### src/rtl/chip_link_tx_arb_if.sv
// Flit-level link between the transmit arbiter and the remote receiver:
// 4-phase valid/ready with per-flit even parity and a receiver error flag.
interface chip_link_tx_arb_if #(
  parameter int FLIT_W = 16
) ();
  logic [FLIT_W-1:0] send_data_out;
  logic              send_data_valid;
  logic              send_data_par;
  logic              send_data_ready;
  logic              send_data_err;

  modport master (
    output send_data_out,
    output send_data_valid,
    output send_data_par,
    input  send_data_ready,
    input  send_data_err
  );

  modport slave (
    input  send_data_out,
    input  send_data_valid,
    input  send_data_par,
    output send_data_ready,
    output send_data_err
  );
endinterface

### src/rtl/chip_link_tx_arb.sv
// Round-robin packet scheduler for one inter-chip link port: serialises each packet
// MSB flit first over a 4-phase handshake and resends a flit on receiver parity error.
module chip_link_tx_arb #(
  parameter int NREQ      = 2,
  parameter int PW        = 64,
  parameter int FLIT_W    = 16,
  parameter int MAX_RETRY = 3,
  localparam int GW       = (NREQ > 1) ? $clog2(NREQ) : 1
) (
  input  logic                 clk,
  input  logic                 rst_n,
  input  logic [NREQ-1:0]      req_valid,
  input  logic [NREQ*PW-1:0]   req_data,
  output logic [NREQ-1:0]      req_ready,
  chip_link_tx_arb_if.master   link,
  output logic                 busy,
  output logic [GW-1:0]        grant_id,
  output logic                 retry_fail
);

  localparam int NFLIT = PW / FLIT_W;
  localparam int KW    = $clog2(NFLIT + 1);
  localparam int RW    = $clog2(MAX_RETRY + 1);
  localparam logic [KW-1:0] LAST_K    = KW'(NFLIT);
  localparam logic [RW-1:0] RETRY_MAX = RW'(MAX_RETRY);

  typedef enum logic [1:0] {
    IDLE  = 2'd0,
    GAP   = 2'd1,
    DRIVE = 2'd2
  } state_t;

  state_t              state_r;
  logic [PW-1:0]       pkt_r;
  logic [KW-1:0]       k_r;
  logic [RW-1:0]       retry_r;
  logic [GW-1:0]       rr_r;
  logic                abort_r;
  logic [FLIT_W-1:0]   data_r;
  logic                valid_r;
  logic                par_r;

  logic                any_s;
  logic [GW-1:0]       win_s;
  logic [NREQ-1:0]     win_onehot_s;
  logic [PW-1:0]       win_data_s;
  logic [GW-1:0]       rr_next_s;
  logic [FLIT_W-1:0]   flit_s;

  function automatic logic even_par(input logic [FLIT_W-1:0] d);
    return ^d;
  endfunction

  // First requester at or above the pointer, wrapping past the top index.
  function automatic logic [GW-1:0] pick_winner(input logic [NREQ-1:0] v,
                                                input logic [GW-1:0]   rr);
    logic [GW-1:0] w;
    logic          found;
    int            idx;
    w     = '0;
    found = 1'b0;
    for (int i = 0; i < NREQ; i++) begin
      idx = (int'(rr) + i) % NREQ;
      if (!found && v[idx]) begin
        w     = GW'(idx);
        found = 1'b1;
      end
    end
    return w;
  endfunction

  // The packet register shifts left as flits complete, so the current flit is always on top.
  assign flit_s = pkt_r[PW-1 -: FLIT_W];

  assign link.send_data_out   = data_r;
  assign link.send_data_valid = valid_r;
  assign link.send_data_par   = par_r;

  // Arbitration winner, its packet, and the pointer value that follows it.
  always_comb begin
    any_s        = |req_valid;
    win_s        = pick_winner(req_valid, rr_r);
    win_onehot_s = '0;
    win_onehot_s[win_s] = 1'b1;
    win_data_s   = req_data[int'(win_s)*PW +: PW];
    if (int'(win_s) == NREQ - 1) begin
      rr_next_s = '0;
    end else begin
      rr_next_s = win_s + GW'(1);
    end
  end

  // Scheduler FSM with all outputs registered.
  always_ff @(posedge clk) begin
    if (!rst_n) begin
      state_r    <= IDLE;
      pkt_r      <= '0;
      k_r        <= '0;
      retry_r    <= '0;
      rr_r       <= '0;
      abort_r    <= 1'b0;
      data_r     <= '0;
      valid_r    <= 1'b0;
      par_r      <= 1'b0;
      req_ready  <= '0;
      busy       <= 1'b0;
      grant_id   <= '0;
      retry_fail <= 1'b0;
    end else begin
      req_ready  <= '0;
      retry_fail <= 1'b0;
      case (state_r)
        IDLE: begin
          if (any_s) begin
            pkt_r     <= win_data_s;
            req_ready <= win_onehot_s;
            grant_id  <= win_s;
            rr_r      <= rr_next_s;
            k_r       <= '0;
            retry_r   <= '0;
            abort_r   <= 1'b0;
            busy      <= 1'b1;
            state_r   <= GAP;
          end
        end
        GAP: begin
          // Return-to-zero: nothing moves until the receiver drops ready.
          if (!link.send_data_ready) begin
            if (k_r == LAST_K || abort_r) begin
              busy    <= 1'b0;
              state_r <= IDLE;
            end else begin
              data_r  <= flit_s;
              par_r   <= even_par(flit_s);
              valid_r <= 1'b1;
              state_r <= DRIVE;
            end
          end
        end
        DRIVE: begin
          if (link.send_data_ready) begin
            valid_r <= 1'b0;
            state_r <= GAP;
            if (!link.send_data_err) begin
              k_r     <= k_r + KW'(1);
              retry_r <= '0;
              pkt_r   <= pkt_r << FLIT_W;
            end else if (retry_r < RETRY_MAX) begin
              retry_r <= retry_r + RW'(1);
            end else begin
              retry_fail <= 1'b1;
              abort_r    <= 1'b1;
            end
          end
        end
        default: begin
          state_r <= IDLE;
          valid_r <= 1'b0;
          busy    <= 1'b0;
        end
      endcase
    end
  end

endmodule
### src/flat_wrapper.sv
// flat-port wrapper written by rule: the top's interface ports become plain ports
module chip_link_tx_arb_flat 
#(
  parameter int NREQ      = 2,
  parameter int PW        = 64,
  parameter int FLIT_W    = 16,
  parameter int MAX_RETRY = 3,
  localparam int GW       = (NREQ > 1) ? $clog2(NREQ) : 1
)
  (clk, rst_n, req_valid, req_data, req_ready, busy, grant_id, retry_fail, link_send_data_out, link_send_data_valid, link_send_data_par, link_send_data_ready, link_send_data_err);
  chip_link_tx_arb_if #(.FLIT_W(FLIT_W)) link_i ();
  input  logic clk;
  input  logic rst_n;
  input  logic [NREQ-1:0] req_valid;
  input  logic [NREQ*PW-1:0] req_data;
  output logic [NREQ-1:0] req_ready;
  output logic busy;
  output logic [GW-1:0] grant_id;
  output logic retry_fail;
  output wire logic [$bits(link_i.send_data_out)-1:0] link_send_data_out;
  output wire logic [$bits(link_i.send_data_valid)-1:0] link_send_data_valid;
  output wire logic [$bits(link_i.send_data_par)-1:0] link_send_data_par;
  input wire logic [$bits(link_i.send_data_ready)-1:0] link_send_data_ready;
  input wire logic [$bits(link_i.send_data_err)-1:0] link_send_data_err;
  assign link_send_data_out = link_i.send_data_out;
  assign link_send_data_valid = link_i.send_data_valid;
  assign link_send_data_par = link_i.send_data_par;
  assign link_i.send_data_ready = link_send_data_ready;
  assign link_i.send_data_err = link_send_data_err;
  chip_link_tx_arb #(.NREQ(NREQ), .PW(PW), .FLIT_W(FLIT_W), .MAX_RETRY(MAX_RETRY)) u_core (.clk(clk), .rst_n(rst_n), .req_valid(req_valid), .req_data(req_data), .req_ready(req_ready), .link(link_i), .busy(busy), .grant_id(grant_id), .retry_fail(retry_fail));
endmodule
### config.mk
export PLATFORM = sky130hd
export DESIGN_NAME = chip_link_tx_arb_flat
export DESIGN_NICKNAME = d
export VERILOG_FILES = /design/src/rtl/chip_link_tx_arb_if.sv /design/src/rtl/chip_link_tx_arb.sv /design/src/flat_wrapper.sv
export SDC_FILE = /design/constraint.sdc
export NUM_CORES = 1
export LEC_CHECK = 0
export CAP_MARGIN = 40
export CORE_ASPECT_RATIO = 0.8
export CORE_UTILIZATION = 40
export CTS_BUF_LIST = sky130_fd_sc_hd__clkbuf_4 sky130_fd_sc_hd__clkbuf_8 sky130_fd_sc_hd__clkbuf_16
export DETAILED_ROUTE_END_ITERATION = 6
export HOLD_SLACK_MARGIN = 0.1
export PLACE_DENSITY = 0.81
export SLEW_MARGIN = 20
export SYNTH_ARGS = -nofsm -noshare
export SYNTH_HDL_FRONTEND = slang
export SYNTH_SLANG_ARGS = --single-unit
### constraint.sdc
create_clock -name clk -period 1.8 [get_ports clk]
set_clock_uncertainty 0.2 [all_clocks]
set_input_delay 0.27 -clock clk [delete_from_list [all_inputs] [get_ports clk]]
set_output_delay 0.27 -clock clk [all_outputs]
set_load 0.05 [all_outputs]
* Yosys cells after proc, flatten, opt, wreduce, memory -nomap -nowiden *
Cells that the tools add are included.

operators by class
  add/sub/neg operators = 4
  $mul = 0
  div/mod/pow operators = 0
  $lt $le $gt $ge = 5
  eq/ne operators = 12
  shifts and indexed selects = 1
  muxes and demuxes = 43
  bitwise logic cells = 5
  reduce and logical (&&, ||, !) cells = 18

operator list
  operator                                                                      count
  64-bit two-way mux                                                            3
  64-bit one-hot mux with 2 select lines                                        1
  128-bit by 8-bit indexed part select with 64-bit output                       1
  1-bit two-way mux                                                             21
  4-bit AND reduction                                                           5
  2-bit two-way mux                                                             8
  16-bit XOR reduction                                                          1
  2-bit inequality test, second input constant                                  6
  3-bit two-way mux                                                             3
  3-bit AND reduction                                                           3
  1-bit one-hot mux with 3 select lines                                         2
  2-bit one-hot mux with 3 select lines                                         1
  3-bit one-hot mux with 2 select lines                                         1
  5-bit AND reduction                                                           1
  1-bit by 2-bit less-than comparator with 1-bit output, second input constant  2
  2-bit by 1-bit inequality test with 1-bit output, second input constant       2
  1-bit NOT                                                                     4
  2-bit one-hot mux with 2 select lines                                         1
  3-bit by 1-bit adder with 3-bit output, second input constant                 1
  3-bit == test, second input constant                                          1
  2-bit by 3-bit less-than comparator with 1-bit output, second input constant  1
  3-bit by 2-bit inequality test with 1-bit output, second input constant       1
  1-bit adder, second input constant                                            2
  2-bit by 1-bit adder with 2-bit output, second input constant                 1
  other kinds (14)                                                              15

storage, ports and cells
  register bits after elaboration = 96
  bits in latches = 0
  RAM bits = 0
  bits in read-only memories = 0
  input port bits = 134
  output and inout port bits = 23
  word-level logic and storage cells = 101
  memories = 0

* Depth between registers and ports, before layout *
  depth in word-level cells = 11
  depth in mapped cells = 8
  depth with buffers taken out = 7

* Worst setup path after synthesis *
Ideal clock, no wire load.

  path kind = register to register
  start = reg u_core.k_r[0]
  end = reg u_core.data_r[10] (netlist: u_core.link.send_data_out[10])
  arrival time = 1.566 ns
  required time = 1.483 ns
  setup slack = -0.084 ns
  cell stages (with the launch flop) = 9
  path buffers = 1
  cells stage by stage = dfxtp_1 inv_1 ha_1 a21oi_1 nand3b_1 nor2_4 buf_6 mux2i_1 nor2b_1

on the way
  word-level cells in the longest chain between the ends = 4

ends and longest elaborated chain
  item                                  line                     text
  start: declaration                    chip_link_tx_arb.sv:35   logic [KW-1:0] k_r;
  start signal: assignment              chip_link_tx_arb.sv:145  k_r <= k_r + KW'(1);
  3-bit == test                         chip_link_tx_arb.sv:129  if (k_r == LAST_K || abort_r) begin
  1-bit logical OR                      chip_link_tx_arb.sv:129
  1-bit NOT (no source line)            n/a
  3-bit AND reduction (no source line)  n/a
  end signal: assignment                chip_link_tx_arb.sv:133  data_r <= flit_s;
  end: declaration                      chip_link_tx_arb.sv:39   logic [FLIT_W-1:0] data_r;

Every way passes these cells.
A chain may end at the register's enable or synchronous reset.

* Final worst setup path *
  start = reg u_core.rr_r
  end = reg u_core.pkt_r[23]

on the way
  word-level cells in the longest chain between the ends = 9
  elaborated cells between the ends (all ways) = 14

ends and longest elaborated chain
  item                                                                               line                                            text
  start: declaration                                                                 chip_link_tx_arb.sv:37                          logic [GW-1:0] rr_r;
  start signal: assignment                                                           chip_link_tx_arb.sv:118                         rr_r <= rr_next_s;
  1-bit adder / 1-bit two-way mux (equally long branches)                            chip_link_tx_arb.sv:63, chip_link_tx_arb.sv:64
  1-bit two-way mux (not written as such) (2 in a row)                               chip_link_tx_arb.sv:64                          if (!found && v[idx]) begin
  1-bit two-way mux (not written as such) / 1-bit zero test (equally long branches)  chip_link_tx_arb.sv:64
  1-bit logical AND                                                                  chip_link_tx_arb.sv:64
  1-bit two-way mux *                                                                chip_link_tx_arb.sv:64
  128-bit by 8-bit indexed part select with 64-bit output *                          chip_link_tx_arb.sv:85                          win_data_s = req_data[int'(win_s)*PW +: PW];
  64-bit two-way mux *                                                               chip_link_tx_arb.sv:114                         if (any_s) begin
  64-bit one-hot mux with 2 select lines *                                           chip_link_tx_arb.sv:112                         case (state_r)
  end signal: assignment                                                             chip_link_tx_arb.sv:115                         pkt_r <= win_data_s;
  end signal: assignment                                                             chip_link_tx_arb.sv:147                         pkt_r <= pkt_r << FLIT_W;
  end: declaration                                                                   chip_link_tx_arb.sv:34                          logic [PW-1:0] pkt_r;

Every way passes the cells marked *; elsewhere a longest branch is shown, timed or not. The select of a mux whose other input is x is not followed.

==> impl_metrics.ini <==
[power_and_ir_drop]
power_per_cell_area_nw_per_um2 = 804
p_leak_uw = 0.00290
ir_drop_mv = 0.431
total_power_uw = 6230

[timing]
rsz0062_at_grt = true
relSlewSlack_pct = 77.9
fmax_mhz = 547
tns_ns = -0.0653
slew_viol_final = 0
period_share_pct = 102
setup_viol = 4
fin_crit_ns = 1.83
tightest_slew_ns = 0.332
hold_viol_final = 0
fin_ws_ns = -0.0297

[routing]
wl_per_cell_microns = 16.1
first_pass_iters = 4
dr_total_vias = 4848
first_iter_violations = 304
postRouteAntennaNets = 0
vias_per_cell = 5.19
wirelength_microns = 15100
drcViolationCount = 0

[cts]
cts-htree-levels = 3
ctsHoldBuffers = 0
clk_pin_slew_ns = 0.07
cts_buffers = 9
cts_root_buf = clkbuf_16
cts_tree = yes
clockBufferDepth = 2
clock_latency_ns = 0.35
cts.sinks = 96

[global_routing]
grt_pass1_wl_microns = 22500
groute.usage.overall_pct = 21.3
antenna_found_initial = 0
globalRouteOverflowTotal = 0
grt_pass1_vias = 4645
grt_max_degree = 95

[critical_path]
worstPathArrival_ns = 1.86
rr_worst_depth = 7
crit_start = u_core.rr_r
timing.rr.end = u_core.pkt_r[23]
path_class = reg2reg
cp_data_required_time_ns = 1.83
setup.worst_path.end_class = register
worstReg2RegStart = u_core.rr_r
r2r_slack_ns = -0.03
worstSetupEndpoint = u_core.pkt_r[23]
worstPathMaxFanout = 6
start_kind = register

[logic_synthesis]
synthDistinctLibCells = 35
yosys_warnings = 0
syn_avg_cell_area_sq_um = 8.80
synth-seq-area-share_pct = 36.5
synth_area_leaders = dfxtp_1, mux2_2, o211ai_1
synth_area_sq_um = 5270
ys_ff_latch = 96
synth_top_area_share_pct = 36.5
syn-instance-count = 598
yosysTopAreaCell = dfxtp_1
synth_fp_nets = 735
synthArstFlopShare_pct = 0
synth_flop_cell = dfxtp_1
synth-edff-count = 0

[floorplan]
die_y_microns = 105
num_rows = 37
die_x_microns = 130
ios = 157
core_area_sq_um = 12900
start_util_pct = 40.9
die-area_sq_um = 13600

[place]
placed_area_sq_um = 7020
gp_congestion = 0.799
numPortBuffers = 156
dpl.cell_count = 903
hpwl_microns = 10000

[layout]
syn_to_final_growth_pct = 47.1
nNetsFinal = 891
regArea_sq_um = 1930
num-fill-cells = 1085
diodes = 0
multi_input_comb_area_sq_um = 3030
fin_cells = 934
drive_gt1_share_pct = 22.1
postLayoutCellArea_sq_um = 7750

[status]
violations = negative setup slack
status = finished, violations left

[worst_hold_path]
hp-class = in2reg

[job]
max_cap_viol_count = 0
==> Yosys cell counts (all sizes together), types with 2 or more instances <==
library cell / instances
xor2: 2
o211ai: 49
or3: 2
nor2: 10
dfxtp: 96
nor3: 3
ha: 3
clkbuf: 20
mux2i: 16
and3: 2
a21boi: 52
nand2: 56
inv: 54
nand3b: 2
a21oi: 8
nor2b: 36
mux2: 64
xnor2: 14
o21a: 3
o21ai: 56
buf: 30
a22oi: 16
==> placed cells by master (no fill, tap or decap), drive strengths merged, types with 14 or more instances in the layout <==
cell / instances
a21boi: 52
a22oi: 16
buf: 58
clkbuf: 14
clkdlybuf4s50: 130
dfxtp: 96
inv: 57
mux2: 64
mux2i: 16
nand2: 56
nor2b: 36
o211ai: 49
o21ai: 56
xnor2: 14
==> logic make-up (layout without fill, tap and decap cells) <==
group                      after synthesis  in the layout  share of synthesized area (%)
AOI/OAI and AO/OA                      184            184                           23.3
xor gates and xnor gates                16             16                           2.66
adders and majority gates                3              3                          0.713
buffers and inverters                  104            265                           9.39
DFF                                     96             96                           36.5
muxes                                   80             80                           16.7
and+or+nand+nor                        115            115                           10.7
==> power breakdown <==
group | internal (uW) | switching, uW
Clock | 1130 | 863
Combinational | 993 | 792
Sequential | 2310 | 137
Total | 4440 | 1790
==> layout make-up <==
class                           instances  area share (%)
Inverter                               54            2.62
Timing Repair Buffer                  195            26.6
Clock inverter                          6           0.937
Clock buffer                           10            3.08
Multi-Input combinational cell        398            39.1
Sequential cell                        96            24.9
Tap cell                              175            2.83
==> registers in the layout, summed over array words and instances (netlist names) <==
signal and cells:
u_core.link.send_data_valid 1, u_core.rr_r 1, u_core.req_ready 2, u_core.k_r 3
u_core.state_r 2, u_core.link.send_data_out 16, u_core.retry_fail 1, u_core.link.send_data_par 1
u_core.retry_r 2, u_core.grant_id 1, u_core.busy 1, u_core.pkt_r 64
u_core.abort_r 1
==> what timing repair did <==
item                       CTS  global route
buffers inserted             3             5
cloned                       2             5
resized for setup            7            54
setup endpoints to repair   40            84
pin swaps                    1            29
==> how the worst min path moves through the flow <==
stage / start / slack [ns] / to / depth (start not counted)
2_1_floorplan: req_valid[1] / 0.16 / u_core.req_ready[0] / 1
3_3_place_gp: u_core.pkt_r[37] / 0.24 / u_core.pkt_r[37] / 2
3_5_place_dp: u_core.pkt_r[24] / 0.25 / u_core.pkt_r[24] / 2
4_1_cts: req_valid[1] / 0.14 / u_core.req_ready[0] / 2
5_1_grt: req_valid[1] / 0.18 / u_core.req_ready[0] / 2
6_report: req_valid[1] / 0.16 / u_core.req_ready[0] / 2
==> critical path: stages (launching register included) <==
cell       delay, ns
dfxtp_2         0.32
nand2b_4        0.14
nand2_4         0.09
buf_12          0.16
clkbuf_16       0.17
mux2_4          0.30
o211ai_1        0.23
a21boi_1        0.09
==> through the flow <==
step	hold WS [ns]	utilization, %	setup slack (ns)
global placement	0.241	54.6	-0.446
detailed placement	0.253	54.6	-0.484
finish	0.158	60.2	-0.0297
floorplan	0.160	-	-0.00922
CTS	0.140	57.8	-0.0828
global route	0.183	60.2	-0.0576
==> layer usage <==
metal | track usage (%) | share of wire (%) | vias to the layer above
met5 | 0 | 0 | -
met4 | 6.40 | 1.4 | 0
met3 | 5.07 | 6.9 | 21
met2 | 36.2 | 50 | 166
met1 | 26.4 | 41 | 2293
li1 | - | - | 2368
Note: power is estimated with default switching activity, not from simulation.
